--- src/rtl/inputbus_repeat.sv ---
// inputbus_repeat: push-button front end for the game core.
// Synchronises and debounces raw buttons, turns presses (and DAS/ARR
// auto-repeat on selected buttons) into move codes, queues them in a
// small first-word-fall-through FIFO and hands them out over valid/ready.
module inputbus_repeat #(
  parameter int unsigned        NUM_BTN      = 5,
  parameter int unsigned        DEBOUNCE_CYC = 4,
  parameter int unsigned        DAS_CYC      = 16,
  parameter int unsigned        ARR_CYC      = 4,
  parameter logic [NUM_BTN-1:0] REPEAT_MASK  = 5'b10011,
  parameter int unsigned        FIFO_DEPTH   = 4
) (
  input  logic               clk,
  input  logic               rst,
  input  logic [NUM_BTN-1:0] btn_raw_i,
  output logic [2:0]         move_o,
  output logic               move_valid_o,
  input  logic               move_ready_i,
  output logic [NUM_BTN-1:0] btn_held_o,
  output logic               drop_pulse_o
);

  localparam int unsigned DB_W    = $clog2(DEBOUNCE_CYC + 1);
  localparam int unsigned REP_MAX = (DAS_CYC > ARR_CYC) ? DAS_CYC : ARR_CYC;
  localparam int unsigned REP_W   = $clog2(REP_MAX + 1);
  localparam int unsigned PTR_W   = $clog2(FIFO_DEPTH);
  localparam int unsigned CNT_W   = PTR_W + 1;
  localparam logic [2:0]  MOVE_NONE = 3'b111;

  logic [NUM_BTN-1:0]            sync1_q, sync2_q;
  logic [NUM_BTN-1:0]            stable_q, stable_d;
  logic [NUM_BTN-1:0][DB_W-1:0]  db_cnt_q, db_cnt_d;
  logic [NUM_BTN-1:0]            rise_q, rise_d;
  logic [NUM_BTN-1:0][REP_W-1:0] rep_cnt_q, rep_cnt_d;
  logic [NUM_BTN-1:0]            arr_q, arr_d;
  logic [NUM_BTN-1:0]            event_c;
  logic [NUM_BTN-1:0]            pend_q, pend_d;
  logic [NUM_BTN-1:0]            grant_c;
  logic                          push_c, pop_c, can_push_c;
  logic [2:0]                    wdata_c;
  logic                          drop_q, drop_d;
  logic [FIFO_DEPTH-1:0][2:0]    mem_q, mem_d;
  logic [PTR_W-1:0]              wr_ptr_q, wr_ptr_d;
  logic [PTR_W-1:0]              rd_ptr_q, rd_ptr_d;
  logic [CNT_W-1:0]              count_q, count_d;
  logic [2:0]                    move_q, move_d;
  logic                          valid_q, valid_d;

  // Debounce: accept a new level after DEBOUNCE_CYC consecutive disagreeing cycles.
  always_comb begin
    stable_d = stable_q;
    db_cnt_d = db_cnt_q;
    rise_d   = '0;
    for (int i = 0; i < NUM_BTN; i++) begin
      if (sync2_q[i] == stable_q[i]) begin
        db_cnt_d[i] = '0;
      end else if (db_cnt_q[i] == DB_W'(DEBOUNCE_CYC - 1)) begin
        stable_d[i] = sync2_q[i];
        db_cnt_d[i] = '0;
        rise_d[i]   = sync2_q[i];
      end else begin
        db_cnt_d[i] = db_cnt_q[i] + DB_W'(1);
      end
    end
  end

  // Events: one per press, plus DAS then ARR-spaced repeats on masked buttons.
  always_comb begin
    rep_cnt_d = rep_cnt_q;
    arr_d     = arr_q;
    event_c   = rise_q;
    for (int i = 0; i < NUM_BTN; i++) begin
      if (REPEAT_MASK[i]) begin
        if (!stable_q[i]) begin
          rep_cnt_d[i] = '0;
          arr_d[i]     = 1'b0;
        end else if (rise_q[i]) begin
          rep_cnt_d[i] = REP_W'(1);
          arr_d[i]     = 1'b0;
        end else if (rep_cnt_q[i] == (arr_q[i] ? REP_W'(ARR_CYC) : REP_W'(DAS_CYC))) begin
          event_c[i]   = 1'b1;
          rep_cnt_d[i] = REP_W'(1);
          arr_d[i]     = 1'b1;
        end else if (rep_cnt_q[i] != REP_W'(REP_MAX)) begin
          rep_cnt_d[i] = rep_cnt_q[i] + REP_W'(1);
        end
      end
    end
  end

  // Pending bits, lowest-index arbiter and FWFT queue with registered head.
  always_comb begin
    pop_c      = valid_q && move_ready_i;
    can_push_c = (count_q != CNT_W'(FIFO_DEPTH)) || pop_c;
    grant_c    = '0;
    push_c     = 1'b0;
    wdata_c    = MOVE_NONE;
    for (int i = 0; i < NUM_BTN; i++) begin
      if (!push_c && pend_q[i] && can_push_c) begin
        grant_c[i] = 1'b1;
        push_c     = 1'b1;
        wdata_c    = 3'(i);
      end
    end
    pend_d = (pend_q & ~grant_c) | event_c;
    drop_d = |(event_c & pend_q & ~grant_c);

    mem_d = mem_q;
    if (push_c) mem_d[wr_ptr_q] = wdata_c;
    wr_ptr_d = push_c ? wr_ptr_q + PTR_W'(1) : wr_ptr_q;
    rd_ptr_d = pop_c  ? rd_ptr_q + PTR_W'(1) : rd_ptr_q;
    count_d  = count_q;
    if (push_c && !pop_c)      count_d = count_q + CNT_W'(1);
    else if (!push_c && pop_c) count_d = count_q - CNT_W'(1);

    valid_d = (count_d != '0);
    if (count_d == '0)
      move_d = MOVE_NONE;
    else if (push_c && ((count_q == '0) || ((count_q == CNT_W'(1)) && pop_c)))
      move_d = wdata_c;
    else
      move_d = mem_q[rd_ptr_d];
  end

  // State registers with synchronous reset.
  always_ff @(posedge clk) begin
    if (rst) begin
      sync1_q   <= '0;
      sync2_q   <= '0;
      stable_q  <= '0;
      db_cnt_q  <= '0;
      rise_q    <= '0;
      rep_cnt_q <= '0;
      arr_q     <= '0;
      pend_q    <= '0;
      drop_q    <= 1'b0;
      mem_q     <= '0;
      wr_ptr_q  <= '0;
      rd_ptr_q  <= '0;
      count_q   <= '0;
      move_q    <= MOVE_NONE;
      valid_q   <= 1'b0;
    end else begin
      sync1_q   <= btn_raw_i;
      sync2_q   <= sync1_q;
      stable_q  <= stable_d;
      db_cnt_q  <= db_cnt_d;
      rise_q    <= rise_d;
      rep_cnt_q <= rep_cnt_d;
      arr_q     <= arr_d;
      pend_q    <= pend_d;
      drop_q    <= drop_d;
      mem_q     <= mem_d;
      wr_ptr_q  <= wr_ptr_d;
      rd_ptr_q  <= rd_ptr_d;
      count_q   <= count_d;
      move_q    <= move_d;
      valid_q   <= valid_d;
    end
  end

  assign move_o       = move_q;
  assign move_valid_o = valid_q;
  assign btn_held_o   = stable_q;
  assign drop_pulse_o = drop_q;

endmodule

--- config.mk ---
export PLATFORM = sky130hd
export DESIGN_NAME = inputbus_repeat
export DESIGN_NICKNAME = d
export VERILOG_FILES = /design/src/rtl/inputbus_repeat.sv
export SDC_FILE = /design/constraint.sdc
export NUM_CORES = 1
export LEC_CHECK = 0
export BUFFER_PORTS_ARGS = -buffer_cell sky130_fd_sc_hd__buf_2
export CAP_MARGIN = 20
export CORE_MARGIN = 5
export CORE_UTILIZATION = 55
export DETAILED_ROUTE_END_ITERATION = 7
export PLACE_DENSITY = 0.8
export SLEW_MARGIN = 20
export SYNTH_ARGS = -nofsm -noshare
export SYNTH_HDL_FRONTEND = slang
export SYNTH_SLANG_ARGS = --single-unit
--- constraint.sdc ---
create_clock -name clk -period 3.45 [get_ports clk]
set_input_delay 0.5175 -clock clk [delete_from_list [all_inputs] [get_ports clk]]
set_output_delay 0.5175 -clock clk [all_outputs]
set_load 0.1 [all_outputs]
==> results.cfg <==
[drt]
dr.pass1.iters = 4
drc = 0
wire_per_inst_um = 12.80
vias = 2675
drtAntennaViolNets = 0
via_per_inst = 5.482
wl_mm = 6.247
drt_iter0_drc = 120

[clock_tree]
post-cts-setup-buffer-count = 0
clk_latency_ns = 0.35
cts_buffers = 9
cts_tree = yes
cts.clk_slew.worst_paths_ns = 0.08
holdBufCountCts = 0
clock_sinks = 82
cts-resized-gates = 0
cts.htree.levels = 3
cts_buffer_depth = 2
cts-root-buf = clkbuf_8

[grt]
track_usage_pct = 15.52
grt_overflow = 0
first_global_vias = 2380
antenna_found_initial = 0
grt_max_degree = 52
grt_pass1_wl_mm = 10.52

[floorplanning]
core-area_mm2 = 0.006314
row_count = 29
num_io_pins = 18
die_w_um = 90.27
dieArea_mm2 = 0.008148
die_h_um = 90.27
start_util_pct = 56.12

[setup_path]
crit_fanout = 7
critPathKind = reg -> reg
arrival_ns = 2.50
crit_required_ns = 3.70
cp-end-kind = flip-flop
start_kind = flip-flop

[synthesis]
synth_ff_type = dfxtp_1
syn_avg_cell_area_um2 = 9.180
yosysSeqAreaShare_pct = 46.33
netlist-cell-type-count = 48
yosysTopAreaCellShare_pct = 46.33
synth-seq-cells = 82
synth.area.top_cells = dfxtp_1 46%, ha_1 8.5%, nor2_1 5.7%, xnor2_1 3.5%, inv_1 3.2%
synth_edf_count = 0
yosysTopAreaCell = dfxtp_1
netlist_area_mm2 = 0.003543
ys_warn_count = 0
syn_nets = 418
async_flop_share_pct = 0
synth_cells = 386

[sta]
worst_slew_pin_slew_ns = 1.079
fin_crit_ns = 2.242
slew_headroom_pct = 28.08
setup_viol = 0
timing.hold.ws_ns = 0.3743
setup-tns-final_ns = 0
rsz0062_at_grt = no
hold_viol = 0
period_share_pct = 65.00
clock_skew_ns = 0.009651
max_freq_mhz = 445.9
drv_slew = 0

[power]
powerDensity_mw_per_mm2 = 508.5
p_leak_nw = 1.414
peakVddDrop_mv = 0.4638

[placed_design]
hpwl_mm = 4.445
gp_congestion = 0.8492
buffer_ports.inserted = 17
dpl_cell_area_mm2 = 0.003701
dp.cells = 473

[layout]
drive_gt1_share_pct = 9.489
final_cell_mix = 82 x dfxtp_1, 54 x nor2_1, 30 x inv_1
fin_nets = 439
n_antenna_cell = 0
area_growth_pct = 9.287
final_cell_area_mm2 = 0.003872
layout.cells.non_filler = 488
mostFrequentLayoutCell = dfxtp_1

[run]
max_cap_viol_count = 0

[worst_hold_path]
worstHoldPathType = in -> reg

[status]
outcome = finished clean
-- cells in the mapped netlist (8+ instances only) --
master     n
inv_1     30
o21ai_0   14
nand2_1   19
ha_1      24
xnor2_1   14
dfxtp_1   82
nand3_1   11
a211oi_1   8
a21oi_1   20
nor2_1    54
nor3_1    14
mux2i_1    8
nor2b_1   11
-- cell type report --
type	count	area (um2)
multi-input cells	266	1758
inverters	30	112.6
clock buffers	13	158.9
clock inverters	2	12.51
well taps	77	96.34
fillers	545	2441
repair buffers	18	92.59
flip-flops and latches	82	1642
-- critical path, cell delays in order, from the launching register on --
cell	delay, ns
dfxtp_1	0.36
or4_1	0.66
or3_4	0.39
a41o_1	0.27
o221ai_2	0.23
a21bo_1	0.23
-- power by group --
| part | switching, mW | total [mW] | internal [mW] |
|---|---|---|---|
| combinational | 0.246 | 0.339 | 0.0932 |
| clock | 0.322 | 0.618 | 0.296 |
| sequential | 0.0282 | 1.01 | 0.983 |
| total | 0.596 | 1.97 | 1.37 |
-- state kept, by name, summed over array words and instances (netlist names) --
signal	count
arr_q	3
btn_held_o	5
count_q	3
db_cnt_q	15
drop_pulse_o	1
mem_q	12
move_o	3
move_valid_o	1
pend_q	5
rd_ptr_q	2
rep_cnt_q	15
rise_q	5
sync1_q	5
sync2_q	5
wr_ptr_q	2
-- kinds of logic (layout without fill, tap and decap cells) --
group                    count (synthesis)  count (layout)  synth area share [%]
XOR/XNOR                                21              21                 5.191
AND/OR/NAND/NOR                        139             139                 19.56
adder cells (fa/ha/maj)                 24              24                 8.475
multiplexers                            10              10                 2.896
flip-flops                              82              82                 46.33
AO/OA/AOI/OAI                           72              72                 13.49
buffers and inverters                   38              63                 4.061
-- through the flow --
step / power (mW) / utilization (%) / setup WS [ns]
floorplan: 1.307 / - / 0.9718
global placement: 1.364 / 58.62 / 1.319
detailed placement: 1.370 / 58.62 / 1.226
CTS: 1.984 / 61.34 / 1.210
global route: 2.065 / 61.34 / 1.028
finish: 1.969 / 61.34 / 1.208
-- layer usage --
metal,share of wire (%),track usage [%],wire length (um),up-vias
li1,-,-,-,1372
met1,47,20.76,2935,1234
met2,46,23.54,2877,59
met3,5.1,4.417,320,10
met4,1.8,6.328,114,0
met5,0,0,0,-
-- worst paths after layout --
path         depth (start not counted)                    from                endpoint  slack [ns]
min reg2reg                          1  db_cnt_q[6]$_SDFF_PP0_  db_cnt_q[6]$_SDFF_PP0_        0.42
max reg2reg                          5    pend_q[0]$_SDFF_PP0_    move_o[2]$_SDFF_PP1_        1.21
min                                  2            btn_raw_i[4]   sync1_q[4]$_SDFF_PP0_        0.37
max                                  5    pend_q[0]$_SDFF_PP0_    move_o[2]$_SDFF_PP1_        1.21
Power figures use the tool's default switching activity.
